<file path="config.mk">
export PLATFORM = sky130hd
export DESIGN_NAME = reg_file_ref
export DESIGN_NICKNAME = d
export VERILOG_FILES = /design/src/rtl/reg_file_ref_pkg.sv /design/src/rtl/reg_file_ref_read_port.sv /design/src/rtl/reg_file_ref.sv
export SDC_FILE = /design/constraint.sdc
export NUM_CORES = 2
export LEC_CHECK = 0
export CAP_MARGIN = 20
export CORE_ASPECT_RATIO = 2
export CORE_UTILIZATION = 68
export DETAILED_ROUTE_END_ITERATION = 7
export GPL_ROUTABILITY_DRIVEN = 0
export PLACE_DENSITY = 0.86
export SYNTH_ARGS = -nofsm -noshare
export SYNTH_HDL_FRONTEND = slang
export SYNTH_HIERARCHICAL = 1
export SYNTH_SLANG_ARGS = --single-unit
</file>
<file path="constraint.sdc">
create_clock -name clk -period 10.8 [get_ports clk]
set_input_delay 2.16 -clock clk [delete_from_list [all_inputs] [get_ports clk]]
set_output_delay 2.16 -clock clk [all_outputs]
set_load 0.005 [all_outputs]
</file>
<file path="src/rtl/reg_file_ref_pkg.sv">
// Shared sizing for the reference-tagged register file (reg_file_ref).
package reg_file_ref_pkg;

    localparam int REG_NUM      = 32;  // architectural registers, $0 hardwired zero
    localparam int ROB_ADDR_BUS = 4;   // ROB tag width
    localparam int REF_CNT_W    = 6;   // holds 0..31 outstanding references
    localparam int DATA_W       = 32;
    localparam int ADDR_W       = 5;

endpackage

</file>
<file path="src/rtl/reg_file_ref_read_port.sv">
// One combinational read port: zero / tag / value mux, with optional commit bypass.
// Optional feature: REG_FILE_COMMIT_BYPASS_EN forwards a matching same-cycle commit.
module reg_file_ref_read_port
    import reg_file_ref_pkg::*;
#(
    parameter int ROB_ADDR_WIDTH = ROB_ADDR_BUS
) (
    input  logic                      en,
    input  logic [ADDR_W-1:0]         addr,
    input  logic                      ref_bit,
    input  logic [ROB_ADDR_WIDTH-1:0] tag,
    input  logic [DATA_W-1:0]         value,
    input  logic                      commit_en,
    input  logic [ADDR_W-1:0]         commit_addr,
    input  logic [ROB_ADDR_WIDTH-1:0] commit_tag,
    input  logic [DATA_W-1:0]         commit_data,
    output logic                      is_ref,
    output logic [DATA_W-1:0]         data
);

    logic bypass;

`ifdef REG_FILE_COMMIT_BYPASS_EN
    // The retiring producer's value is already on the commit bus, so skip the tag.
    assign bypass = commit_en && (commit_addr == addr) && ref_bit && (tag == commit_tag);
`else
    assign bypass = 1'b0;
    logic unused_commit;
    assign unused_commit = ^{commit_en, commit_addr, commit_tag, commit_data};
`endif

    always_comb begin
        // NOTE: defaults first so every path assigns both outputs and no latch is inferred.
        is_ref = 1'b0;
        data   = '0;
        if (en && addr != '0) begin
            if (bypass) begin
                data = commit_data;
            end else if (ref_bit) begin
                is_ref = 1'b1;
                data   = {{(DATA_W-ROB_ADDR_WIDTH){1'b0}}, tag};
            end else begin
                data = value;
            end
        end
    end

endmodule

</file>
<file path="src/rtl/reg_file_ref.sv">
// Architectural register file returning either the committed value or the in-flight ROB tag.
// Optional feature: REG_FILE_COMMIT_BYPASS_EN (read ports forward a matching same-cycle commit).
module reg_file_ref
    import reg_file_ref_pkg::*;
#(
    parameter int ROB_ADDR_WIDTH = ROB_ADDR_BUS,
    parameter int REG_COUNT      = REG_NUM
) (
    input  logic                      clk,
    input  logic                      rst,
    input  logic                      read_en_1,
    input  logic [ADDR_W-1:0]         read_addr_1,
    input  logic                      read_en_2,
    input  logic [ADDR_W-1:0]         read_addr_2,
    output logic                      read_is_ref_1,
    output logic [DATA_W-1:0]         read_data_1,
    output logic                      read_is_ref_2,
    output logic [DATA_W-1:0]         read_data_2,
    input  logic                      rename_en,
    input  logic [ADDR_W-1:0]         rename_addr,
    input  logic [ROB_ADDR_WIDTH-1:0] rename_tag,
    input  logic                      commit_en,
    input  logic [ADDR_W-1:0]         commit_addr,
    input  logic [DATA_W-1:0]         commit_data,
    input  logic [ROB_ADDR_WIDTH-1:0] commit_tag,
    input  logic                      flush,
    output logic [REF_CNT_W-1:0]      ref_count
);

    logic [DATA_W-1:0]         values [REG_COUNT];
    logic [ROB_ADDR_WIDTH-1:0] tags   [REG_COUNT];
    logic [REG_COUNT-1:0]      refs;
    logic [REG_COUNT-1:0]      refs_next;
    logic [REF_CNT_W-1:0]      count_next;

    logic rename_hit;
    logic commit_wr;
    logic commit_hit;

    assign rename_hit = rename_en && (rename_addr != '0) && !flush;
    assign commit_wr  = commit_en && (commit_addr != '0);
    // Only the producer named by the stored tag may release the reference.
    assign commit_hit = commit_wr && refs[commit_addr] && (tags[commit_addr] == commit_tag);

    // Priority: commit clear < rename set < flush.
    always_comb begin
        refs_next = refs;
        if (commit_hit) refs_next[commit_addr] = 1'b0;
        if (rename_hit) refs_next[rename_addr] = 1'b1;
        if (flush)      refs_next = '0;
        count_next = '0;
        for (int i = 0; i < REG_COUNT; i++) begin
            count_next = count_next + REF_CNT_W'(refs_next[i]);
        end
    end

    always_ff @(posedge clk or negedge rst) begin
        if (!rst) begin
            refs      <= '0;
            ref_count <= '0;
            // NOTE: the architectural state must read as zero after reset, so the arrays are reset too.
            for (int i = 0; i < REG_COUNT; i++) begin
                values[i] <= '0;
                tags[i]   <= '0;
            end
        end else begin
            refs      <= refs_next;
            ref_count <= count_next;
            if (commit_wr)  values[commit_addr] <= commit_data;
            if (rename_hit) tags[rename_addr]   <= rename_tag;
        end
    end

    reg_file_ref_read_port #(.ROB_ADDR_WIDTH(ROB_ADDR_WIDTH)) u_read_1 (
        .en          (read_en_1 && rst),
        .addr        (read_addr_1),
        .ref_bit     (refs[read_addr_1]),
        .tag         (tags[read_addr_1]),
        .value       (values[read_addr_1]),
        .commit_en   (commit_en),
        .commit_addr (commit_addr),
        .commit_tag  (commit_tag),
        .commit_data (commit_data),
        .is_ref      (read_is_ref_1),
        .data        (read_data_1)
    );

    reg_file_ref_read_port #(.ROB_ADDR_WIDTH(ROB_ADDR_WIDTH)) u_read_2 (
        .en          (read_en_2 && rst),
        .addr        (read_addr_2),
        .ref_bit     (refs[read_addr_2]),
        .tag         (tags[read_addr_2]),
        .value       (values[read_addr_2]),
        .commit_en   (commit_en),
        .commit_addr (commit_addr),
        .commit_tag  (commit_tag),
        .commit_data (commit_data),
        .is_ref      (read_is_ref_2),
        .data        (read_data_2)
    );

endmodule

</file>
==> results_dict.tcl <==
set metrics [dict create \
    fin_util_pct 74.4 \
    ys_warn_count 6 \
    die-area_um2 98500 \
    finalWorstSetupSlack_ps 1190 \
    start_kind "input pin" \
    antenna_found_initial 19 \
    cts_hold_buf 0 \
    ys_async_sr_fraction_pct 100 \
    die_w_um 222 \
    post_cts_buffers 0 \
    cp-end-kind "flip-flop" \
    grtUsageTotal_pct 43.1 \
    ctsResizeCount 0 \
    die_h_um 443 \
    synth.cell_area_um2 66100 \
    hold_viol 0 \
    crit_path_max_fanout 18 \
    setup_tns_ps 0 \
    vias_per_cell 7.94 \
    maxCapViolCount 0 \
    cts_tree "done" \
    critPathMaxStageDelay_ps 800 \
    htree_levels 3 \
    synthFlopType "dfrtp_1" \
    stdcell_area_um2 71700 \
    cp_top_family "adder cells" \
    hp-class "reg2reg" \
    ios 139 \
    arrival_ps 10280 \
    ant_nets 0 \
    gr-total-overflow 0 \
    period_share_pct 89.0 \
    ys_ff_latch 1190 \
    rr_startpoint "tags[78]$_DFFE_PN0P_" \
    r2r_end "ref_count[4]$_DFF_PN0_" \
    path_clk_slew_ps 60 \
    rows 161 \
    grt_max_degree 180 \
    floorplan.initialDensity_pct 68.6 \
    crit_buf_inv 5 \
    min_to "values[995]$_DFFE_PN0P_" \
    rsz0062_at_grt "no" \
    finClkSkew_ps 23.8 \
    final_cell_mix "dfrtp_1 (1190), mux2_2 (1182), mux4_2 (756), clkdlybuf4s50_1 (125), clkbuf_16 (106)" \
    synthCells 4181 \
    maxSlewViolCount 0 \
    synth_edf_count 0 \
    cpMostUsedCell "fa_1" \
    avgSynthCellArea_um2 15.8 \
    slowest_stage "clkdlybuf4s50_1" \
    hold-path-cell-count 0 \
    tightest_slew_ps 1220 \
    core_area_um2 96300 \
    r2r_setup_slack_ps 3050 \
    hpwl_um 115000 \
    route.detailed.drc 0 \
    final_common_cell "dfrtp_1" \
    drt_iter0_drc 5240 \
    rr_worst_depth 21 \
    cts_buffer_depth 3 \
    clock-root-buffer "clkbuf_16" \
    clock-sinks 1190 \
    syn2layout_area_growth_pct 8.45 \
    synth_cell_type_count 58 \
    fmax_mhz 104 \
    drt-pass1-iter-count 8 \
    post_drt_wl_per_cell_um 37.7 \
    cp.required_ps 11470 \
    dp_slack_ps 680 \
    hold_start "values[995]$_DFFE_PN0P_" \
    finalSetupViolCount 0 \
    leakage_nw 30.1 \
    syn-num-nets 4279 \
    slew_headroom_pct 18.9 \
    status "finished clean" \
    grt_pass1_wl_um 303000 \
    layout-drive-gt1-share_pct 54.9 \
    synth-seq-area-share_pct 45.1 \
    io_buffers 138 \
    grt_pass1_vias 45300 \
    vdd_drop_max_mv 0.145 \
    cts_buffers 102 \
    vias 42500 \
    clk_latency_ps 760 \
    power_density_nw_per_um2 174 \
    path_class "in2reg" \
    nets 4134 \
    dpl_cell_area_um2 68000 \
    path_cells "clkdlybuf4s50_1 > buf_4 > nor3b_2 > a22oi_1 > nand4_1 > xor2_1 > or4b_1 > or2_4 > o41ai_1 > fa_1 > fa_1 > inv_1 > fa_1 > inv_1 > fa_1 > fa_1 > inv_1 > fa_1 > ha_1 > fa_1 > a21o_1 > a21oi_1 > xnor2_1" \
    finalCriticalPeriod_ps 9610 \
    routed_wl_um 202000 \
]
==> worst reg2reg max path, cell delays in order (launching register included) <==
cell and delay [ps]:
dfrtp_1 620, mux4_2 570, a22oi_1 170, nand4_1 170, xor2_1 190, or4b_1 760
or2_4 400, o41ai_1 490, fa_1 520, fa_1 520, inv_1 50, fa_1 470
inv_1 50, fa_1 470, fa_1 510, inv_1 50, fa_1 440, ha_1 240
fa_1 480, a21o_1 180, a21oi_1 200, xnor2_1 140
==> sequential cells by signal, indices dropped and copies added, names as in the netlist <==
signal     flops
refs          32
values      1024
tags         128
ref_count      6
==> logic make-up (layout without fill, tap and decap cells) <==
kind of cell    after synthesis  in the layout  synth area share, %
compound gates              172            172                 1.75
other cells                   0             13                    0
mux                        1994           1994                 46.8
flops                      1190           1190                 45.1
xor+xnor                      4              4               0.0530
fa+ha+maj                    31             31                0.860
simple gates                278            278                 2.42
buf+inv                     512            449                 3.08
==> power breakdown <==
part	internal [mW]	switching, mW
sequential	5.24	0.653
clock	2.17	1.73
combinational	1.66	1.00
total	9.08	3.39
==> per-stage QoR <==
| stage | total power [mW] | std cells | hold slack (ps) |
|---|---|---|---|
| after floorplan | 7.71 | 4181 | 441 |
| after detailed placement | 8.54 | 5144 | 384 |
| after global placement | 8.36 | 5144 | 376 |
| after CTS | 12.4 | 5330 | 398 |
| after global routing | 12.9 | 5341 | 408 |
| final | 12.5 | 5353 | 398 |
==> final cells by class <==
class | count | area [um^2]
timing repair buffer | 233 | 2240
inverter | 30 | 113
tap | 1222 | 1530
clock inverter | 36 | 490
multi-input combinational | 2479 | 34500
antenna | 13 | 32.5
sequential | 1190 | 29800
fill | 5549 | 24600
clock buffer | 150 | 2980
==> how the worst max path moves through the flow <==
stage	startpoint	to	slack (ps)	cells past startpoint
global route	commit_addr[4]	ref_count[4]$_DFF_PN0_	1020	23
floorplan	commit_addr[1]	ref_count[4]$_DFF_PN0_	1840	25
finish	commit_addr[4]	ref_count[4]$_DFF_PN0_	1190	23
detailed placement	commit_addr[4]	ref_count[4]$_DFF_PN0_	680	23
CTS	commit_addr[4]	ref_count[4]$_DFF_PN0_	1410	23
global placement	commit_addr[4]	ref_count[4]$_DFF_PN0_	800	23
==> Yosys cell counts, types with 8 or more instances <==
cell	instances	area share, %
mux2_2	1182	20
buf_2	20	0.15
buf_1	74	0.42
a21o_1	9	0.10
mux2i_1	56	0.85
a21oi_1	74	0.56
mux4_2	756	26
nor2_1	60	0.34
dfrtp_1	1190	45
o41ai_1	15	0.20
nand3b_1	61	0.69
buf_6	11	0.19
inv_1	30	0.17
fa_1	24	0.73
nand2_1	78	0.44
a22oi_1	8	0.091
clkbuf_1	375	2.1
o22ai_1	24	0.23
==> routing by layer <==
layer	track usage (%)	vias up	wire length [um]
met5	0.744	-	128
met4	32.9	20	19300
met3	14.9	1174	22800
met2	65.2	3086	95200
met1	50.9	22200	64200
li1	-	16000	-
(Power assumes the default switching activity.)
